<file path="src/rtl/zf_h2s_sched.sv">
// zf_h2s_sched
//   Descriptor scheduler for the ZYNQ FIFO host-to-stream read engine.
//   Two per-channel queues of host buffer addresses are filled over the
//   settings bus. A round-robin arbiter hands one address at a time to the
//   engine's mem_addr/mem_valid/mem_ack port. Each completed buffer is
//   reported with a per-channel strobe, a wrapping count and the queue level.
//
// Ports
//   clk, rst_n                     clock, asynchronous active-low reset
//   set_stb, set_addr, set_data    settings bus write
//                                  (SR_BASE+0/+1 push, SR_BASE+2 control)
//   mem_addr, mem_valid, mem_ack   engine configuration handshake
//   done_stb[1:0]                  one-cycle completion pulse per channel
//   ch0/ch1_done_count             completed buffers per channel (wraps)
//   ch0/ch1_level                  queued entries including the in-flight one
//   overflow[1:0]                  sticky, push dropped on a full queue
//   debug                          state and status bits
module zf_h2s_sched #(
    parameter int SR_BASE    = 0,
    parameter int DEPTH_LOG2 = 4
) (
    input  logic                  clk,
    input  logic                  rst_n,
    input  logic                  set_stb,
    input  logic [7:0]            set_addr,
    input  logic [31:0]           set_data,
    output logic [31:0]           mem_addr,
    output logic                  mem_valid,
    input  logic                  mem_ack,
    output logic [1:0]            done_stb,
    output logic [15:0]           ch0_done_count,
    output logic [15:0]           ch1_done_count,
    output logic [DEPTH_LOG2:0]   ch0_level,
    output logic [DEPTH_LOG2:0]   ch1_level,
    output logic [1:0]            overflow,
    output logic [31:0]           debug
);

    localparam int                  DEPTH    = 1 << DEPTH_LOG2;
    localparam logic [DEPTH_LOG2:0] LVL_FULL = (DEPTH_LOG2 + 1)'(DEPTH);
    localparam logic [7:0]          ADDR_Q0  = 8'(SR_BASE);
    localparam logic [7:0]          ADDR_Q1  = 8'(SR_BASE + 1);
    localparam logic [7:0]          ADDR_CTL = 8'(SR_BASE + 2);

    typedef enum logic {
        ST_IDLE,
        ST_ISSUE
    } state_t;

    state_t                 state, state_nx;

    logic [31:0]            q_mem  [2][DEPTH];
    logic [DEPTH_LOG2-1:0]  wr_ptr [2];
    logic [DEPTH_LOG2-1:0]  rd_ptr [2];
    logic [DEPTH_LOG2:0]    level  [2];
    logic [15:0]            done_cnt [2];
    logic [31:0]            head   [2];

    logic [1:0]             chan_en;
    logic [1:0]             ovf;
    logic                   grant;
    logic                   last_grant;
    logic                   aborted;

    logic                   ctl_wr;
    logic                   clr;
    logic [1:0]             push_req;
    logic [1:0]             push_ok;
    logic [1:0]             elig;
    logic [1:0]             pop;
    logic                   start;
    logic                   complete;
    logic                   grant_sel;

    // Settings decode, queue status and arbitration.
    always_comb begin
        ctl_wr      = set_stb && (set_addr == ADDR_CTL);
        clr         = ctl_wr && set_data[2];
        push_req[0] = set_stb && (set_addr == ADDR_Q0);
        push_req[1] = set_stb && (set_addr == ADDR_Q1);
        for (int unsigned c = 0; c < 2; c++) begin
            // Fullness is judged on the pre-edge level, so a same-cycle pop
            // does not make room for a push.
            push_ok[c] = push_req[c] && (level[c] != LVL_FULL);
            // Only evaluated in IDLE, where nothing is in flight.
            elig[c]    = chan_en[c] && (level[c] != '0);
            head[c]    = q_mem[c][rd_ptr[c]];
        end
        grant_sel = (&elig) ? ~last_grant : elig[1];
    end

    // Next-state logic.
    always_comb begin
        state_nx = state;
        start    = 1'b0;
        complete = 1'b0;
        case (state)
            ST_IDLE: begin
                if (|elig) begin
                    start    = 1'b1;
                    state_nx = ST_ISSUE;
                end
            end
            ST_ISSUE: begin
                if (mem_ack) begin
                    state_nx = ST_IDLE;
                    // A clear (earlier or on this very cycle) turns the ack
                    // into a no-op: the entry it referred to is gone.
                    complete = ~aborted & ~clr;
                end
            end
        endcase
        pop = complete ? (grant ? 2'b10 : 2'b01) : 2'b00;
    end

    // Control state.
    always_ff @(posedge clk or negedge rst_n) begin
        if (!rst_n) begin
            state      <= ST_IDLE;
            grant      <= 1'b0;
            last_grant <= 1'b1;
            aborted    <= 1'b0;
            mem_addr   <= '0;
            chan_en    <= '0;
            done_stb   <= '0;
        end else begin
            state    <= state_nx;
            done_stb <= pop;
            if (start) begin
                grant    <= grant_sel;
                mem_addr <= head[grant_sel];
            end
            if (state == ST_ISSUE && mem_ack) begin
                last_grant <= grant;
            end
            // Covers a clear landing in ISSUE and a clear on the same edge
            // as a new grant.
            if (state_nx == ST_IDLE) begin
                aborted <= 1'b0;
            end else if (clr) begin
                aborted <= 1'b1;
            end
            if (ctl_wr) begin
                chan_en <= set_data[1:0];
            end
        end
    end

    // Queue pointers, levels, counts and overflow flags.
    always_ff @(posedge clk or negedge rst_n) begin
        if (!rst_n) begin
            for (int unsigned c = 0; c < 2; c++) begin
                wr_ptr[c]   <= '0;
                rd_ptr[c]   <= '0;
                level[c]    <= '0;
                done_cnt[c] <= '0;
            end
            ovf <= '0;
        end else begin
            for (int unsigned c = 0; c < 2; c++) begin
                if (clr) begin
                    wr_ptr[c]   <= '0;
                    rd_ptr[c]   <= '0;
                    level[c]    <= '0;
                    done_cnt[c] <= '0;
                    ovf[c]      <= 1'b0;
                end else begin
                    if (push_ok[c]) begin
                        wr_ptr[c] <= wr_ptr[c] + 1'b1;
                    end
                    if (pop[c]) begin
                        rd_ptr[c]   <= rd_ptr[c] + 1'b1;
                        done_cnt[c] <= done_cnt[c] + 1'b1;
                    end
                    if (push_req[c] && !push_ok[c]) begin
                        ovf[c] <= 1'b1;
                    end
                    if (push_ok[c] && !pop[c]) begin
                        level[c] <= level[c] + 1'b1;
                    end else if (!push_ok[c] && pop[c]) begin
                        level[c] <= level[c] - 1'b1;
                    end
                end
            end
        end
    end

    // Queue storage; no reset needed, contents are qualified by the levels.
    always_ff @(posedge clk) begin
        for (int unsigned c = 0; c < 2; c++) begin
            if (push_ok[c]) begin
                q_mem[c][wr_ptr[c]] <= {set_data[31:3], 3'b000};
            end
        end
    end

    assign mem_valid      = (state == ST_ISSUE);
    assign ch0_done_count = done_cnt[0];
    assign ch1_done_count = done_cnt[1];
    assign ch0_level      = level[0];
    assign ch1_level      = level[1];
    assign overflow       = ovf;
    assign debug          = {22'd0, elig, ovf, chan_en, last_grant, grant,
                             aborted, mem_valid};

endmodule
</file>
<file path="config.mk">
export PLATFORM = sky130hd
export DESIGN_NAME = zf_h2s_sched
export DESIGN_NICKNAME = d
export VERILOG_FILES = /design/src/rtl/zf_h2s_sched.sv
export SDC_FILE = /design/constraint.sdc
export NUM_CORES = 1
export LEC_CHECK = 0
export CELL_PAD_IN_SITES_DETAIL_PLACEMENT = 1
export CELL_PAD_IN_SITES_GLOBAL_PLACEMENT = 1
export CORE_MARGIN = 2
export CORE_UTILIZATION = 53
export CTS_CLUSTER_SIZE = 20
export DETAILED_ROUTE_END_ITERATION = 8
export PLACE_DENSITY = 0.79
export SLEW_MARGIN = 20
export SYNTH_ARGS = -nofsm -noshare
export SYNTH_HDL_FRONTEND = slang
export SYNTH_SLANG_ARGS = --single-unit
</file>
<file path="constraint.sdc">
create_clock -name clk -period 3.3 [get_ports clk]
set_clock_uncertainty 0.2 [all_clocks]
set_input_delay 0.66 -clock clk [delete_from_list [all_inputs] [get_ports clk]]
set_output_delay 0.66 -clock clk [all_outputs]
set_load 0.03 [all_outputs]
</file>
Yosys cells after proc, flatten, opt, wreduce, memory -nomap -nowiden. Memory sizes are Yosys's and may differ from the RTL's. Cells that the tools add are included.

$add $sub $neg: 10. Order comparisons: 7. Eq/ne operators: 5. Muxes and demuxes: 53. Bitwise logic cells: 10. Reduce and logical (&&, ||, !) cells: 35.

Operators with widths (number): 512-bit two-way mux (2); 464-bit two-way mux (2); 464-bit OR reduction (1); 32-bit two-way mux (9); 32-bit binary-select mux with 4-bit select (2); 32-bit demux with 4-bit select (2); 16-bit two-way mux (4); 16-bit by 1-bit adder with 16-bit output, second input constant (2); 4-bit two-way mux (8); 5-bit two-way mux (6); 5-bit >= comparator, second input constant (4); 4-bit inverter with 5-bit output (4); 1-bit logical AND (17); 4-bit by 1-bit adder with 4-bit output, second input constant (4); 1-bit two-way mux (15); 2-bit nonzero test (6); 5-bit by 1-bit adder with 5-bit output, second input constant (2); 5-bit by 1-bit less-than comparator with 1-bit output, second input constant (2); 5-bit != test, second input constant (2); 5-bit nonzero test (2); 5-bit by 1-bit subtractor with 5-bit output, second input constant (2); 8-bit by 1-bit == test with 1-bit output, second input constant (1); 8-bit by 2-bit == test with 1-bit output, second input constant (1); 8-bit logical NOT (1); 11 further kinds (19).

Bits in registers: 100. RAM bits: 928. Output and inout port bits: 111. Logic and storage cells: 138. Memories: 1.

Memory list: q_mem (words 2, bits a word 464, read ports 2, clocked after Yosys merged registers in 0, wr ports 1, line 52) `logic [31:0] q_mem [2][DEPTH];`.

Depth between registers and ports, before layout.
Word-level depth: 12. Depth in mapped cells: 11. Mapped depth without buffers: 10.

Worst setup path before layout. OpenSTA, ideal clock, no wires.

Path type: input -> register. From: input port set_addr[4]. To: register level, in the netlist ch0_level[4]. Library setup time: 0.126 ns. Data arrival time: 3.261 ns. Data required time: 2.974 ns. Path slack: -0.287 ns. Stages: 10. Path buffers: 0. Cells stage by stage: or4b_4 or3_4 nor3_4 inv_2 fa_1 a21o_1 a21oi_1 o211a_1 o21ai_1 nor3b_2.

Cells in the longest elaborated chain, start to end: 12.

RTL lines: start: declaration (line 25) `input logic [7:0] set_addr,`; 8-bit by 2-bit == test with 1-bit output (line 77) `ctl_wr = set_stb && (set_addr == ADDR_CTL);`; 1-bit logical AND (line 77); 1-bit logical AND (line 78) `clr = ctl_wr && set_data[2];`; 1-bit inverter (line 109) `complete = ~aborted & ~clr;`; 1-bit AND (line 109); 1-bit two-way mux (line 105) `if (mem_ack) begin`; 1-bit two-way mux (line 97) `case (state)`; 2-bit two-way mux (line 113) `pop = complete ? (grant ? 2'b10 : 2'b01) : 2'b00;`; 1-bit logical NOT (line 178) `if (push_ok[c] && !pop[c]) begin`; 1-bit logical AND (line 178); 5-bit two-way mux (line 178); 5-bit two-way mux (line 161) `if (clr) begin`; end signal: indexed assignment (line 179) `level[c] <= level[c] + 1'b1;`; end signal: indexed assignment (line 181) `level[c] <= level[c] - 1'b1;`; end: declaration (line 55) `logic [DEPTH_LOG2:0] level [2];`.

Parallel ways exist; a longest one is shown, timed or not. A chain may end at the register's enable or synchronous reset.

Final worst setup path.
From: register level, in the netlist ch1_level[1]. To: output port debug[9].

Cells in the longest elaborated chain, start to end: 2.

RTL lines: 5-bit nonzero test (line 86) `elig[c] = chan_en[c] && (level[c] != '0);`; 1-bit logical AND (line 86); end: declaration (line 36) `output logic [31:0] debug`.

No other way between the ends.

==> results.json <==
{
  "gp_congestion": 0.840,
  "grt_max_degree": 51,
  "synthFlopType": "edfxtp_1",
  "power_uw": 35100,
  "max_stage_delay_ps": 600,
  "initial_core_util_pct": 53.3,
  "path_cells": "or4_1 -> o21ai_4 -> inv_1 -> clkdlybuf4s15_2",
  "fin_area_sq_mm": 0.0477,
  "syn2layout_area_growth_pct": 18.5,
  "grt_pass1_vias": 23561,
  "cts_tree": "done",
  "n_fill_cell": 6282,
  "io_buffers": 129,
  "cp.arrival_ps": 2400,
  "drtPass1Iterations": 5,
  "intPower_uw": 25100,
  "required_ps": 2440,
  "synthTopCellsByCount": "edfxtp_1, mux4_2, mux2i_1",
  "synth_top_area_cell": "edfxtp_1",
  "critPathLaunchType": "flop",
  "synth.top_cells.by_area": "edfxtp_1, mux4_2, dfrtp_1",
  "path_clk_slew_ps": 70,
  "dieArea_sq_mm": 0.0782,
  "max_slew_margin_pct": 34.5,
  "mappedNetlistArea_sq_mm": 0.0403,
  "synthDistinctLibCells": 61,
  "ir_drop_mv": 0.549,
  "area.sequential_sq_mm": 0.0303,
  "p_comb_share_pct": 22.5,
  "drcViolationCount": 0,
  "synth_top_area_share_pct": 69.2,
  "setup-violations-final": 0,
  "slowest_stage": "or4_1",
  "critPathMaxFanout": 6,
  "hpwl_mm": 68.9,
  "cts_root_buffer": "clkbuf_16",
  "fp-row-count": 101,
  "synthCells": 2049,
  "synth-seq-cells": 1025,
  "wl_per_cell_um": 33.1,
  "synth_edf_count": 928,
  "max_cap_violations": 0,
  "final_hold_viol_count": 0,
  "vias_per_cell": 6.50,
  "p_leak_uw": 0.0159,
  "grt_usage_pct": 29.4,
  "synth_area_per_cell_sq_um": 19.7,
  "clock_path_buffers": 3,
  "p_switching_uw": 10000,
  "synth.yosys.seq_area_share_pct": 75.2,
  "fin_crit_ps": 3260,
  "antenna_found_initial": 7,
  "cts_buffers": 102,
  "status": "finished clean",
  "clk_latency_ps": 670,
  "min-delay-path-class": "primary input to async pin",
  "whs_ps": 284,
  "h-tree-depth": 3,
  "core_area_sq_mm": 0.0756,
  "rsz0062_at_grt": "true",
  "vias": 22104,
  "wl_mm": 113,
  "powerDensity_mw_per_mm2": 736,
  "clkPwrFrac_pct": 34.5,
  "worstMarginPinSlew_ps": 983,
  "grt_pass1_wl_mm": 165,
  "yosysMostFrequentCell": "edfxtp_1",
  "gr-total-overflow": 0,
  "fmax_ghz": 0.307,
  "multi_input_area_sq_mm": 0.00935,
  "yosys_warnings": 0,
  "synth_async_sr_flop_share_pct": 9.46,
  "nets": 2404,
  "drv_slew": 0,
  "fp.dieW_um": 280,
  "drive_gt1_share_pct": 24.0,
  "crit_type": "flop to output pin",
  "worstSetupEndpointType": "output pin",
  "drt-initial-drc-count": 2464,
  "cts_sinks": 1025,
  "power_frac_seq_pct": 43.0,
  "p_sw_share_pct": 28.5,
  "fin_crit_sh_pct": 98.6,
  "place_area_sq_mm": 0.0442,
  "ant_nets": 0,
  "die_h_um": 280,
  "io_pins": 155
}
==> critical path, delay by kind of cell (launching register included) <==
kind	cells	cell delay, ps
AO/OA/AOI/OAI	1	220
buffers and inverters	2	440
flip-flops	1	460
AND/OR/NAND/NOR	1	600
==> through the flow <==
step                util (%)  setup slack [ps]  cells  setup TNS (ps)
floorplan                  -              -117   2073           -2040
global placement        58.5              -425   3209         -209560
detailed placement      58.5              -478   3209         -307910
CTS                     63.1             -19.1   3400           -19.1
global route            63.2             -11.4   3402           -11.4
finish                  63.2              44.7   3403               0
==> area by class of cell <==
type | count | share of cell area, %
inverter | 16 | 0.126
antenna | 1 | 0.00524
sequential | 1025 | 63.5
multi-input combinational | 892 | 19.6
clock buffer | 124 | 5.65
clock inverter | 66 | 1.62
tap | 978 | 2.56
timing repair buffer | 301 | 6.93
==> path summary, 6_finish.rpt <==
path / startpoint / endpoint / slack [ps] / cells past startpoint
hold / removal: rst_n / ch0_done_count[14] / 280 / 2
hold reg to reg: mem_addr[30] / mem_addr[30] / 340 / 1
max in group asynchronous: rst_n / mem_addr[10] / 1780 / 3
setup / recovery: ch1_level[1] / debug[9] / 40 / 4
min in group clk: mem_addr[30] / mem_addr[30] / 340 / 1
setup reg to reg: rd_ptr[6] / mem_addr[4] / 300 / 8
==> layer usage <==
metal	track usage (%)	wire length [um]	part of all wire [%]
met1	38.2	42800	38
met4	10.2	4060	3.6
met2	49.6	57100	51
met5	0	67	0.059
met3	5.94	8560	7.6
==> kinds of logic (layout without fill, tap and decap cells) <==
| kind of cell | count (synthesis) | after routing | share of synthesized area (%) |
|---|---|---|---|
| other | 1 | 26 | 0.00931 |
| buffers and inverters | 156 | 507 | 2.08 |
| XOR/XNOR | 36 | 36 | 0.783 |
| AO/OA/AOI/OAI | 277 | 277 | 4.90 |
| AND/OR/NAND/NOR | 242 | 242 | 3.24 |
| flip-flops | 1025 | 1025 | 75.2 |
| multiplexers | 290 | 290 | 13.0 |
| adder cells (fa/ha/maj) | 22 | 22 | 0.721 |
==> cells in the final DEF, fill, tap and decap left out, types with 6 or more instances in the layout <==
cell / instances
bufinv_16: 16
buf_12: 58
nand2_1: 68
ha_1: 20
nand3_1: 15
nor3_1: 12
clkinv_1: 16
inv_1: 15
a221o_1: 29
xnor2_1: 18
clkdlybuf4s50_1: 125
nor2b_1: 8
edfxtp_1: 928
clkinv_2: 16
a221oi_1: 46
clkinvlp_4: 10
or3_1: 10
and2_1: 6
a21o_1: 6
dfrtp_1: 91
a211oi_1: 6
a21oi_1: 56
clkbuf_1: 18
clkbuf_16: 104
xor2_1: 18
buf_4: 114
and3_2: 8
conb_1: 25
and4_2: 8
mux4_2: 187
nor2_1: 47
and2_2: 16
mux2i_1: 100
o21ai_0: 35
a22oi_1: 81
nand4_1: 9
==> state kept, by name (all words and copies together) (netlist names), 5 cells and up <==
name,flops
ch0_done_count,16
ch0_level,5
ch1_done_count,16
ch1_level,5
mem_addr,29
q_mem,928
rd_ptr,8
wr_ptr,8
==> what timing repair did <==
action | in CTS | in global routing
pin swaps | 0 | 1
endpoints found under the hold margin | 30 | 0
setup endpoints to repair | 2 | 2
setup buffers | 0 | 2
hold buffers | 1 | 0
resized for setup | 6 | 1
==> power by group through the flow <==
| stage | clock (uW) | combinational, uW | sequential (uW) |
|---|---|---|---|
| 2_1_floorplan | 0 | 4770 | 15500 |
| 3_5_place_dp | 0 | 7750 | 15300 |
| 6_report | 12100 | 7910 | 15100 |
| 5_1_grt | 12700 | 8330 | 15100 |
| 3_3_place_gp | 0 | 7500 | 15300 |
| 4_1_cts | 12300 | 7930 | 15100 |
No activity file was read; power rests on OpenSTA's default activity.
